===== config.mk =====
export PLATFORM = sky130hd
export DESIGN_NAME = sirv_tlul_reg_front
export DESIGN_NICKNAME = d
export VERILOG_FILES = /design/src/rtl/sirv_tlul_reg_front.sv
export SDC_FILE = /design/constraint.sdc
export NUM_CORES = 1
export LEC_CHECK = 0
export BUFFER_PORTS_ARGS = -buffer_cell sky130_fd_sc_hd__buf_4
export CAP_MARGIN = 5
export CORE_MARGIN = 4
export CORE_UTILIZATION = 35
export CTS_CLUSTER_DIAMETER = 50
export DETAILED_ROUTE_END_ITERATION = 10
export GPL_TIMING_DRIVEN = 0
export MAX_ROUTING_LAYER = met4
export PLACE_DENSITY = 0.71
export SYNTH_ARGS = -nofsm -noshare
export SYNTH_HDL_FRONTEND = slang
export SYNTH_SLANG_ARGS = --single-unit

===== constraint.sdc =====
create_clock -name clock -period 5.92 [get_ports clock]
set_input_delay 0.888 -clock clock [delete_from_list [all_inputs] [get_ports clock]]
set_output_delay 0.888 -clock clock [all_outputs]
set_load 0.02 [all_outputs]

===== src/rtl/sirv_tlul_reg_front.sv =====
// TileLink-UL slave front end: turns A-channel Get/Put into register requests and
// returns register responses (or locally generated errors) on the D channel, in order.
module sirv_tlul_reg_front #(
  parameter int INDEX_LSB = 2,
  parameter int INDEX_W   = 10,
  parameter int SRC_W     = 7,
  parameter int MAX_OUT   = 2
) (
  input  logic               clock,
  input  logic               reset,
  input  logic               a_valid,
  output logic               a_ready,
  input  logic [2:0]         a_opcode,
  input  logic [2:0]         a_size,
  input  logic [SRC_W-1:0]   a_source,
  input  logic [31:0]        a_address,
  input  logic [3:0]         a_mask,
  input  logic [31:0]        a_data,
  output logic               req_valid,
  input  logic               req_ready,
  output logic               req_read,
  output logic [INDEX_W-1:0] req_index,
  output logic [31:0]        req_data,
  output logic [3:0]         req_mask,
  output logic [SRC_W+2:0]   req_extra,
  input  logic               rsp_valid,
  output logic               rsp_ready,
  input  logic               rsp_read,
  input  logic [31:0]        rsp_data,
  input  logic [SRC_W+2:0]   rsp_extra,
  output logic               d_valid,
  input  logic               d_ready,
  output logic [2:0]         d_opcode,
  output logic [2:0]         d_size,
  output logic [SRC_W-1:0]   d_source,
  output logic [31:0]        d_data,
  output logic               d_error,
  output logic               idle
);

  localparam int OUT_W = 2;
  localparam logic [OUT_W-1:0] OUT_MAX = OUT_W'(MAX_OUT);

  logic [OUT_W-1:0] outstanding;
  logic             err_pend;
  logic [2:0]       err_opcode;
  logic [2:0]       err_size;
  logic [SRC_W-1:0] err_source;

  logic a_fire, a_legal, req_fire, rsp_fire, d_fire, err_drain;
  logic unused_addr;

  // Only the index field of the address is decoded; the rest is don't-care.
  assign unused_addr = ^a_address;

  assign a_ready  = !err_pend && (outstanding < OUT_MAX) && (!req_valid || req_ready);
  assign a_fire   = a_valid && a_ready;
  assign a_legal  = ((a_opcode == 3'd0) || (a_opcode == 3'd1) || (a_opcode == 3'd4)) &&
                    (a_size <= 3'd2);
  assign req_fire = req_valid && req_ready;
  assign rsp_ready = !d_valid || d_ready;
  assign rsp_fire = rsp_valid && rsp_ready;
  assign d_fire   = d_valid && d_ready;
  // The error may only leave once every older transaction has been answered.
  assign err_drain = err_pend && (outstanding == OUT_W'(1)) && rsp_ready && !rsp_fire;
  assign idle     = (outstanding == '0);

  always_ff @(posedge clock or posedge reset) begin
    if (reset) begin
      req_valid <= 1'b0;
      req_read  <= 1'b0;
      req_index <= '0;
      req_data  <= '0;
      req_mask  <= '0;
      req_extra <= '0;
    end else if (a_fire && a_legal) begin
      req_valid <= 1'b1;
      req_read  <= (a_opcode == 3'd4);
      req_index <= a_address[INDEX_LSB +: INDEX_W];
      req_data  <= a_data;
      req_mask  <= (a_opcode == 3'd4) ? 4'hF : a_mask;
      req_extra <= {a_source, a_size};
    end else if (req_fire) begin
      req_valid <= 1'b0;
    end
  end

  always_ff @(posedge clock or posedge reset) begin
    if (reset) begin
      err_pend   <= 1'b0;
      err_opcode <= '0;
      err_size   <= '0;
      err_source <= '0;
    end else if (a_fire && !a_legal) begin
      err_pend   <= 1'b1;
      err_source <= a_source;
      err_size   <= a_size;
      case (a_opcode)
        3'd2, 3'd3: err_opcode <= 3'd1;
        3'd5:       err_opcode <= 3'd2;
        default:    err_opcode <= 3'd0;
      endcase
    end else if (err_drain) begin
      err_pend <= 1'b0;
    end
  end

  always_ff @(posedge clock or posedge reset) begin
    if (reset) begin
      d_valid  <= 1'b0;
      d_opcode <= '0;
      d_size   <= '0;
      d_source <= '0;
      d_data   <= '0;
      d_error  <= 1'b0;
    end else if (rsp_fire) begin
      d_valid  <= 1'b1;
      d_opcode <= rsp_read ? 3'd1 : 3'd0;
      {d_source, d_size} <= rsp_extra;
      d_data   <= rsp_read ? rsp_data : 32'h0;
      d_error  <= 1'b0;
    end else if (err_drain) begin
      d_valid  <= 1'b1;
      d_opcode <= err_opcode;
      d_source <= err_source;
      d_size   <= err_size;
      d_data   <= 32'h0;
      d_error  <= 1'b1;
    end else if (d_fire) begin
      d_valid <= 1'b0;
    end
  end

  always_ff @(posedge clock or posedge reset) begin
    if (reset) begin
      outstanding <= '0;
    end else if (a_fire && !d_fire) begin
      outstanding <= outstanding + OUT_W'(1);
    end else if (d_fire && !a_fire) begin
      outstanding <= outstanding - OUT_W'(1);
    end
  end

  a_outstanding_underflow: assert property (@(posedge clock) disable iff (reset)
    !(d_fire && !a_fire && (outstanding == '0)));
  a_outstanding_overflow: assert property (@(posedge clock) disable iff (reset)
    !(a_fire && !d_fire && (outstanding == OUT_MAX)));

endmodule


==> run metrics <==
status=finished clean; CP max-delay cell=nand2b_1; most frequent cell after synthesis=dfrtp_1; CTS H-tree depth=4; Mapped Cells=307; Chip Width=122.5 um; ratio of cells with drive above 1 in the final layout=54.43%; Max transition margin=46.06%; num rows=41; WL met3=758 um; Initial Utilization=36.07%; Worst path max stage delay=0.22 ns; Yosys top cell area share=64.89%; routability cong.=0.7877; top post-synthesis cells by count=dfrtp_1 (119), mux2_2 (48), a22o_1 (32), inv_1 (20), mux2_1 (14); RSZ-0062 raised after global routing=no; clk_lat worst skew=0.40 ns; Die Ht=122.5 um; crit path cell chain=buf_4 -> nand2b_1 -> buf_4; CP most frequent cell=buf_4; DR vias/cell=4.672; Synth Register Bits=119; clock tree from TritonCTS=built; Synth Flop Type=dfrtp_1; Final WS setup=3.612 ns; antenna viol nets, final=0; Final setup viols=0; n_diodes=0; clock skew=0.007519 ns; mapped cell area=0.004589 mm2; Data arrival, critical path=1.42 ns; period utilization=38.99%; Worst EP required=5.03 ns; Synth cell types=37; Max Clk Rate=433.2 MHz; CTS Hold Bufs=0; Avg WL per Cell=16.89 um; M1 WL=5094 um; Via Count=3387; Slew @ Worst Pin=0.8074 ns; total wire length=12240 um; top sig layer=met4; clock buffer depth=2; Nets=674; # IOs=238; critical path capture point type=output port; drt drc=0; vias in the first global route=3718; clock sink count=119; syn nets=440; largest cells by area after synthesis=dfrtp_1 (65%), mux2_2 (12%), a22o_1 (6.1%); Post-synth EDFFs=0; MaxCap Viol Count=0; Pre-antenna DRT Iters=5; worst vdd ir=247.9 uV; fin. max-slew vios=0; fraction of registers with async set or reset after synthesis=100.0%; TNS Setup=0 ns; GRT Util Overall=17.38%; core area=0.01272 mm2; worst-path fanout max=6; pwr dens=507.0 mW/mm2; grt ovf=0; DIE AREA=0.01501 mm2; Tightest Hold Check Type=reg2reg; post_cts resized=0; global-route wire length before repair=19440 um; CP Launch Type=input pin; CTS root buf=clkbuf_16; post-synthesis sequential area ratio=64.89%; wire length on met2=6214 um; CTS Buf Count=17; worst slack, placed=3.461 ns; final hold viol count=0; Setup Buffers After CTS=0; Syn Area/Cell=14.95 um2; largest net degree at the start of global routing=65; Synth-to-Final Area Change=52.64%; initial antenna violation count=0; IO buf count=214; worst setup path category=in2out; Worst-path clk slew=0.05 ns; initial drt markers=117; min cycle time layout=2.308 ns; area leader, netlist=dfrtp_1; Leak=0.003576 uW; hpwl dp=9264 um; Yosys warnings=0
## power by group
part | switching [uW] | internal [uW] | total, uW
Sequential | 174 | 1120 | 1290
Clock | 327 | 651 | 977
Combinational | 668 | 613 | 1280
## cell type report
type                            instances  area (um2)
Sequential cell                       119        2978
Multi-Input combinational cell        150        1405
Buffer                                 18       131.4
Tap cell                              172       215.2
Clock buffer                           28       496.7
Timing Repair Buffer                  215        1634
Fill cell                            1100        5717
Clock inverter                          3       65.06
Inverter                               20       80.08
## flip-flops by register name, indices dropped and copies added, names as in the netlist, 2 cells and up
signal	flops
d_source	7
d_size	3
d_opcode	2
req_extra	10
req_data	32
outstanding	2
err_opcode	2
err_size	3
req_mask	4
err_source	7
req_index	10
d_data	32
## worst paths after layout
kind	from	to	slack, ns	cells after the start
worst min-delay path	d_size[2]	d_size[2]	0.49	2
min in group asynchronous	reset	req_data[29]	0.54	2
worst max register to register	outstanding[1]	d_source[4]	3.82	7
worst max-delay path	d_ready	rsp_ready	3.61	3
worst min register to register	d_size[2]	d_size[2]	0.49	2
max in group asynchronous	reset	d_valid	4.68	3
## cell usage in the layout (no fill, tap or decap), types with 2 or more instances in the layout
master,synthesis,final
buf_4,5,219
dfrtp_1,119,119
mux2_2,48,48
a22o_1,32,32
inv_1,20,19
clkbuf_1,9,17
clkbuf_16,0,17
mux2_1,14,14
a222oi_1,10,10
nand2_1,8,8
o21ai_0,5,5
nor2_1,4,4
mux2i_1,4,4
ha_1,3,3
clkbuf_8,0,3
buf_12,2,2
and2_1,2,2
bufinv_16,0,2
## metal layers
metal | global-route usage (%) | vias up
li1 | - | 1561
met1 | 21.17 | 1673
met2 | 27.55 | 139
met3 | 4.977 | 14
met4 | 6.648 | 0
met5 | - | -
## critical path, delay by kind of cell
kind                   cells  cell delay (ns)
and+or+nand+nor            1             0.22
buffers and inverters      2             0.31
## metrics by stage
| stage | instances | utilization (%) | power [uW] | area (um2) | hold slack, ns |
|---|---|---|---|---|---|
| CTS | 725 | 55.06 | 3605 | 7005 | 0.4900 |
| floorplan | 307 | - | 1979 | 4589 | 0.4732 |
| global route | 725 | 55.06 | 3758 | 7005 | 0.5065 |
| global placement | 693 | 50.39 | 2555 | 6411 | 0.4625 |
| detailed placement | 694 | 50.65 | 2606 | 6444 | 0.4776 |
| finish | 725 | 55.06 | 3552 | 7005 | 0.4858 |
## cells by family after synthesis
kind of cell	Yosys count	synth area share, %
simple gates	27	3.790
compound gates	51	9.460
mux	66	16.09
xor+xnor	2	0.3817
fa+ha+maj	3	0.8180
buf+inv	38	4.498
flops	119	64.89
other cells	1	0.08171
Note: power is estimated with default switching activity, not from simulation.
